==> src/rtl/slowfil_feeder.sv <==
// Upstream driver for a single-multiplier slow FIR: paces buffered samples
// into the filter and runs reset-then-stream coefficient reloads on request.
module slowfil_feeder #(
    parameter int IW      = 16,
    parameter int TW      = 16,
    parameter int LGNTAPS = 7,
    parameter int NTAPS   = 110,
    parameter int MINGAP  = NTAPS,
    parameter int LGFIFO  = 4
) (
    input  logic              i_clk,
    input  logic              i_reset,
    input  logic              i_s_valid,
    output logic              o_s_ready,
    input  logic [IW-1:0]     i_s_data,
    input  logic              i_coef_start,
    input  logic              i_c_valid,
    output logic              o_c_ready,
    input  logic [TW-1:0]     i_c_data,
    output logic              o_fil_reset,
    output logic              o_tap_wr,
    output logic [TW-1:0]     o_tap,
    output logic              o_ce,
    output logic [IW-1:0]     o_sample,
    output logic              o_loading,
    output logic [LGFIFO:0]   o_fill
);

    localparam int DEPTH = 1 << LGFIFO;
    localparam int GW    = $clog2(MINGAP + 3);

    localparam logic [LGFIFO:0]  FULL     = (LGFIFO+1)'(DEPTH);
    localparam logic [LGNTAPS:0] LAST_TAP = (LGNTAPS+1)'(NTAPS - 1);
    localparam logic [GW-1:0]    GAP_INIT = GW'(MINGAP);
    localparam logic [GW-1:0]    GAP_LOAD = GW'(2);

    typedef enum logic [1:0] {
        S_RUN,
        S_RST,
        S_LOAD
    } state_t;

    state_t state, state_nxt;

    logic [IW-1:0]     mem [DEPTH];
    logic [LGFIFO-1:0] wr_ptr, rd_ptr;
    logic [LGFIFO:0]   fill;
    logic [GW-1:0]     gap_cnt;
    logic [LGNTAPS:0]  tap_cnt;

    logic wr_en, issue, c_accept, last_tap;

    assign o_s_ready   = (fill < FULL);
    assign o_c_ready   = (state == S_LOAD);
    assign o_fil_reset = (state == S_RST);
    assign o_loading   = (state != S_RUN);
    assign o_fill      = fill;

    assign wr_en    = i_s_valid && o_s_ready;
    // The start edge itself already suppresses issue so no strobe races the filter reset.
    assign issue    = (state == S_RUN) && !i_coef_start && (fill != '0) && (gap_cnt == '0);
    assign c_accept = i_c_valid && o_c_ready;
    assign last_tap = c_accept && (tap_cnt == LAST_TAP);

    always_ff @(posedge i_clk or posedge i_reset) begin
        if (i_reset) state <= S_RUN;
        else         state <= state_nxt;
    end

    // NOTE: next-state defaults to the current state before the case, so no path leaves it unassigned (no latch).
    always_comb begin
        state_nxt = state;
        case (state)
            S_RUN:   if (i_coef_start) state_nxt = S_RST;
            S_RST:   state_nxt = S_LOAD;
            S_LOAD:  if (last_tap) state_nxt = S_RUN;
            default: state_nxt = S_RUN;
        endcase
    end

    // NOTE: the sample storage has no reset; fill and pointers alone define which entries are valid.
    always_ff @(posedge i_clk) begin
        if (wr_en) mem[wr_ptr] <= i_s_data;
    end

    always_ff @(posedge i_clk or posedge i_reset) begin
        if (i_reset) begin
            wr_ptr <= '0;
            rd_ptr <= '0;
            fill   <= '0;
        end else begin
            if (wr_en) wr_ptr <= wr_ptr + 1'b1;
            if (issue) rd_ptr <= rd_ptr + 1'b1;
            case ({wr_en, issue})
                2'b10:   fill <= fill + 1'b1;
                2'b01:   fill <= fill - 1'b1;
                default: fill <= fill;
            endcase
        end
    end

    // Post-load gap of 2 keeps the first sample strobe clear of the final tap write.
    always_ff @(posedge i_clk or posedge i_reset) begin
        if (i_reset) begin
            o_ce     <= 1'b0;
            o_sample <= '0;
            gap_cnt  <= '0;
        end else begin
            o_ce <= issue;
            if (issue) begin
                o_sample <= mem[rd_ptr];
                gap_cnt  <= GAP_INIT;
            end else if (last_tap) begin
                gap_cnt <= GAP_LOAD;
            end else if (gap_cnt != '0) begin
                gap_cnt <= gap_cnt - 1'b1;
            end
        end
    end

    always_ff @(posedge i_clk or posedge i_reset) begin
        if (i_reset) begin
            o_tap_wr <= 1'b0;
            o_tap    <= '0;
            tap_cnt  <= '0;
        end else begin
            o_tap_wr <= c_accept;
            if (state == S_RST) begin
                tap_cnt <= '0;
            end else if (c_accept) begin
                o_tap   <= i_c_data;
                tap_cnt <= tap_cnt + 1'b1;
            end
        end
    end

endmodule

==> config.mk <==
export PLATFORM = sky130hd
export DESIGN_NAME = slowfil_feeder
export DESIGN_NICKNAME = d
export VERILOG_FILES = /design/src/rtl/slowfil_feeder.sv
export SDC_FILE = /design/constraint.sdc
export NUM_CORES = 1
export LEC_CHECK = 0
export CAP_MARGIN = 20
export CORE_MARGIN = 1.5
export CORE_UTILIZATION = 45
export CTS_BUF_LIST = sky130_fd_sc_hd__clkbuf_2
export CTS_CLUSTER_DIAMETER = 200
export DETAILED_ROUTE_END_ITERATION = 12
export SETUP_SLACK_MARGIN = 0.02
export SLEW_MARGIN = 10
export SYNTH_ARGS = -nofsm -noshare
export SYNTH_HDL_FRONTEND = slang
export SYNTH_SLANG_ARGS = --single-unit
==> constraint.sdc <==
create_clock -name i_clk -period 3.9 [get_ports i_clk]
set_input_delay 0.78 -clock i_clk [delete_from_list [all_inputs] [get_ports i_clk]]
set_output_delay 0.78 -clock i_clk [all_outputs]
set_load 0.02 [all_outputs]
Yosys cells after proc, flatten, opt, wreduce, memory -nomap -nowiden
Memories as Yosys holds them, arrays and structs flattened. A register that Yosys moved wholly into a read port is not among the register bits.
Index checks and enable logic that the tools add are counted.
{"block": "totals", "word_cells": 53, "mem_bits_rw": 256, "output_inout_bits": 43, "regBits": 48, "mem_count": 1}
{"block": "classes", "n_reduce_logical": 17, "order_cmp": 1, "eq_ne": 7, "addsub": 6, "bitwise": 1, "mux": 11}
{"name": "mem", "words": 16, "width": 16, "rd": 1, "rd_clocked_by_memory_dff": 1, "write_ports": 1, "line_no": "45", "source": "logic [IW-1:0] mem [DEPTH];"}
{"cell": "2-to-1 mux 7 bit", "count": 3}
{"cell": "2-to-1 mux 8 bit", "count": 2}
{"cell": "one-hot mux 5 bit (2 select lines)", "count": 1}
{"cell": "adder 4 x 1 -> 4 bit, second input constant", "count": 2}
{"cell": "adder 8 x 1 -> 8 bit, second input constant", "count": 1}
{"cell": "equality test 8 x 7 -> 1 bit, second input constant", "count": 1}
{"cell": "zero test 7 bit", "count": 1}
{"cell": "nonzero test 7 bit", "count": 1}
{"cell": "subtractor 7 x 1 -> 7 bit, second input constant", "count": 1}
{"cell": "logical AND 1 bit", "count": 6}
{"cell": "one-hot mux 2 bit (3 select lines)", "count": 1}
{"cell": "nonzero test 2 bit", "count": 3}
{"cell": "adder 5 x 1 -> 5 bit, second input constant", "count": 1}
{"cell": "less-than comparator 5 bit, second input constant", "count": 1}
{"cell": "nonzero test 5 bit", "count": 1}
{"cell": "subtractor 5 x 1 -> 5 bit, second input constant", "count": 1}
{"cell": "equality test 2 x 1 -> 1 bit, second input constant", "count": 2}
{"cell": "equality test 2 bit, second input constant", "count": 2}
{"cell": "2-to-1 mux 2 bit", "count": 2}
{"cell": "AND reduction 2 bit", "count": 2}
{"cell": "nonzero test 3 bit", "count": 1}
{"cell": "zero test 2 bit", "count": 1}
{"cell": "2-to-1 mux 1 bit", "count": 2}
{"cell": "inequality test 2 x 1 -> 1 bit, second input constant", "count": 1}
{"cell": "3 further kinds", "count": 3}

Depth between registers and ports, before layout
Gate-level depths: netlist of run 1.
{"block": "logic_depth", "depth_word": 6, "depth_mapped": 13, "ltp_nobuf": 12}

Least setup slack after synthesis of run 1
Ideal clock, no wire load.
{"block": "synth_path", "path_kind": "reg-to-reg", "startpoint": "register gap_cnt[2]", "endpoint": "register fill[4] (netlist: o_fill[4])", "path_stages_with_launch": 12, "arrival_time_ns": 3.185, "period_less_slack_ns": 3.319, "setup_ns": 0.134, "setup_slack_ns": 0.581, "cell_sequence": "dfrtp_1 > nor4_1 > nand2_1 > nor4_1 > ha_1 > clkbuf_1 > xor2_1 > ha_1 > or3_1 > a2111oi_0 > nor4_1 > xnor2_1"}
{"block": "synth_via", "elab_chain_len": 4, "elab_cells_between_ends": 6}
{"item": "from (decl)", "line_no": "48", "source": "logic [GW-1:0] gap_cnt;"}
{"item": "from (signal assigned)", "line_no": "116", "source": "gap_cnt <= gap_cnt - 1'b1;"}
{"item": "zero test 7 bit (*)", "line_no": "61", "source": "assign issue = (state == S_RUN) && !i_coef_start && (fill != '0) && (gap_cnt == '0);"}
{"item": "logical AND 1 bit (*)", "line_no": "61"}
{"item": "named net issue", "line_no": "51", "source": "logic wr_en, issue, c_accept, last_tap;"}
{"item": "equality test 2 x 1 -> 1 bit / equality test 2 bit (equally long branches)", "line_no": "94", "source": "case ({wr_en, issue})"}
{"item": "one-hot mux 5 bit (2 select lines) / nonzero test 2 bit (equally long branches)"}
{"item": "to (signal assigned)", "line_no": "95", "source": "2'b10: fill <= fill + 1'b1;"}
{"item": "to (signal assigned)", "line_no": "96", "source": "2'b01: fill <= fill - 1'b1;"}
{"item": "to (signal assigned)", "line_no": "97", "source": "default: fill <= fill;"}
{"item": "to (decl)", "line_no": "47", "source": "logic [LGFIFO:0] fill;"}
The timed path passes the listed nets; every way through them passes the cells marked *.
A chain may end at the register's enable or synchronous reset.

Worst setup path after layout of run 1
Same ends and word-level chain as after synthesis.

==> flow_metrics.env, run 1 <==
export IMPL_outcome="finished, final reports clean"
export IMPL_gr_total_overflow=0
export IMPL_synthTopCellsByCount="edfxtp_1 (256), dfrtp_1 (64), mux4_2 (64), nand2_1 (60), mux2i_1 (50)"
export IMPL_crit_path_max_incr_delay_ns=0.51
export IMPL_worst_path_buf_inv=1
export IMPL_syn_avg_cell_area_um2=18.8
export IMPL_cp_arrival_ns=4.23
export IMPL_die_y_um=172
export IMPL_rsz0062_at_grt="false"
export IMPL_synthArstFlopShare_pct=20.0
export IMPL_synth_area_leader_cell="edfxtp_1"
export IMPL_antenna_found_initial=1
export IMPL_critPathTopFamily="simple AND/OR/NAND/NOR gates"
export IMPL_ys_flop_type="edfxtp_1"
export IMPL_max_freq_ghz=0.284
export IMPL_syn_area_mm2=0.0128
export IMPL_leakagePower_nw=5.29
export IMPL_fin_ws_ns=0.381
export IMPL_slew_headroom_pct=37.1
export IMPL_finClkSkew_ns=0.0374
export IMPL_dpl_hpwl_um=16000
export IMPL_powerDensity_mw_per_mm2=616
export IMPL_ys_seq_area_share_pct=72.6
export IMPL_fillers=2263
export IMPL_synth_cell_types=46
export IMPL_grt_pass1_wl_um=41500
export IMPL_drive_gt1_share_pct=29.2
export IMPL_cts_hold_buffers=0
export IMPL_cp_start_kind="flip-flop"
export IMPL_synth_cells=681
export IMPL_cap_violations=0
export IMPL_grt_max_degree=41
export IMPL_cts_setup_buffers=0
export IMPL_min_period_ns=3.52
export IMPL_placedCellCount=1137
export IMPL_cts_max_path_buffers=3
export IMPL_yosysMostFrequentCell="edfxtp_1"
export IMPL_synth_edf_count=256
export IMPL_crit_path_end_kind="flip-flop"
export IMPL_clock_sinks=320
export IMPL_drcViolationCount=0
export IMPL_synth_top_area_share_pct=60.1
export IMPL_peakVddDrop_mv=0.230
export IMPL_cts_resized=0
export IMPL_fp_row_count=61
export IMPL_port_buffers=79
export IMPL_cts_tree="yes"
export IMPL_cts_root_buf="clkbuf_2"
export IMPL_hold_class="primary input to async pin"
export IMPL_instances_no_fill=1279
export IMPL_worst_pin_slew_ns=0.940
export IMPL_ys_seq_elements=320
export IMPL_vias=6754
export IMPL_synth_area_top_cells="edfxtp_1 (60%), dfrtp_1 (13%), mux4_2 (11%)"
export IMPL_finalMaxSlewViolations=0
export IMPL_die_x_um=172
export IMPL_area_growth_pct=16.8
export IMPL_initial_core_util_pct=45.9
export IMPL_pre_cts_slack_ns=0.215
export IMPL_critPathKind="flip-flop to flip-flop"
export IMPL_first_pass_iters=5
export IMPL_cp_slowest_cell="a2111oi_1"
export IMPL_layout_nets=892
export IMPL_path_clk_slew_ns=0.10
export IMPL_routabilityCongestion=0.752
export IMPL_worstPathCellList="nor4_2 -> nand2_1 -> nor4_1 -> buf_4 -> ha_1 -> xor2_1 -> ha_1 -> or3_1 -> a2111oi_1 -> nor4_1 -> xnor2_1"
export IMPL_coreArea_mm2=0.0279
export IMPL_wire_per_inst_um=20.9
export IMPL_setup_viol=0
export IMPL_fin_setup_tns_ns=0
export IMPL_drt_iter0_drc=536
export IMPL_first_global_vias=7232
export IMPL_fin_crit_sh_pct=90.2
export IMPL_hold_viol=0
export IMPL_htree_levels=3
export IMPL_postRouteAntennaNets=0
export IMPL_via_per_inst=5.28
export IMPL_synth_nets=731
export IMPL_cts_inserted_buffers=81
export IMPL_yosys_warnings=0
export IMPL_hold_slack_ns=0.352
export IMPL_die_area_mm2=0.0295
export IMPL_grtUsageTotal_pct=19.3
export IMPL_path_max_fanout=12
export IMPL_io_pins=80
export IMPL_clkLatencyLatePin_ns=0.85
export IMPL_cp_data_required_time_ns=4.61
export IMPL_drt_total_wl_um=26800
stage by stage:
stage               total power [mW]  utilization (%)  area (µm²)
global route                    9.77             53.6       14900
floorplan                       6.02                -       12800
global placement                6.85             50.8       14100
detailed placement              6.94             50.8       14100
finish                          9.21             53.6       14900
CTS                             9.35             53.6       14900
layer usage:
| metal | up-vias | wire length (µm) | global-route usage [%] |
|---|---|---|---|
| met1 | 3442 | 11700 | 25.2 |
| met5 | - | 0 | 0 |
| met2 | 237 | 13100 | 31.8 |
| met3 | 41 | 1620 | 4.37 |
| li1 | 3034 | - | - |
| met4 | 0 | 441 | 6.83 |
report_power, final:
part | switching, mW | total [mW] | internal (mW)
clock | 1.31 | 2.38 | 1.07
combinational | 1.16 | 2.32 | 1.16
sequential | 0.350 | 4.51 | 4.16
flip-flops by register name (all words and copies together) (netlist names), 2 cells and up:
name / cells
gap_cnt: 7
mem: 256
o_fill: 5
o_sample: 16
o_tap: 16
rd_ptr: 4
state: 2
tap_cnt: 8
wr_ptr: 4
final timing paths:
kind	slack [ns]	from	end	depth (start not counted)
max reg2reg	0.38	gap_cnt[2]	o_fill[4]	11
max in group asynchronous	2.83	i_reset	o_tap[3]	3
min reg2reg	0.48	o_tap[2]	o_tap[2]	2
max	0.38	gap_cnt[2]	o_fill[4]	11
min	0.35	i_reset	o_sample[2]	2
min in group i_clk	0.48	i_c_data[1]	o_tap[1]	3
cells by family (layout without fill, tap and decap cells):
group | after synthesis | count (layout) | share of synthesized area, %
compound gates | 22 | 22 | 1.05
xor+xnor | 20 | 20 | 1.37
fa+ha+maj | 13 | 13 | 1.27
buf+inv | 43 | 262 | 1.73
flops | 320 | 320 | 72.6
mux | 132 | 132 | 16.8
other cells | 0 | 1 | 0
simple gates | 131 | 131 | 5.22
placed cells by master (no fill, tap or decap), drive strengths merged, types with 14 or more instances in the layout:
| cell type | n |
|---|---|
| and2 | 16 |
| buf | 29 |
| clkbuf | 131 |
| clkdlybuf4s50 | 79 |
| dfrtp | 64 |
| edfxtp | 256 |
| inv | 14 |
| mux2 | 18 |
| mux2i | 50 |
| mux4 | 64 |
| nand2 | 60 |
final cells by class:
class	instances	area, µm²	share of cell area (%)
Antenna cell	1	2.50	0.0167
Clock buffer	131	656	4.39
Clock inverter	10	133	0.887
Inverter	13	48.8	0.326
Multi-Input combinational cell	318	3290	22.0
Sequential cell	320	9300	62.2
Tap cell	378	473	3.16
Timing Repair Buffer	108	1050	7.00
(Power assumes the default switching activity.)
==> run 2, diff against run 1 <==
- GPL_ROUTABILITY_DRIVEN: default -> 1
==> results of run 2 <==
Same layout as run 1: the final DEF is identical, and so are final timing and power.
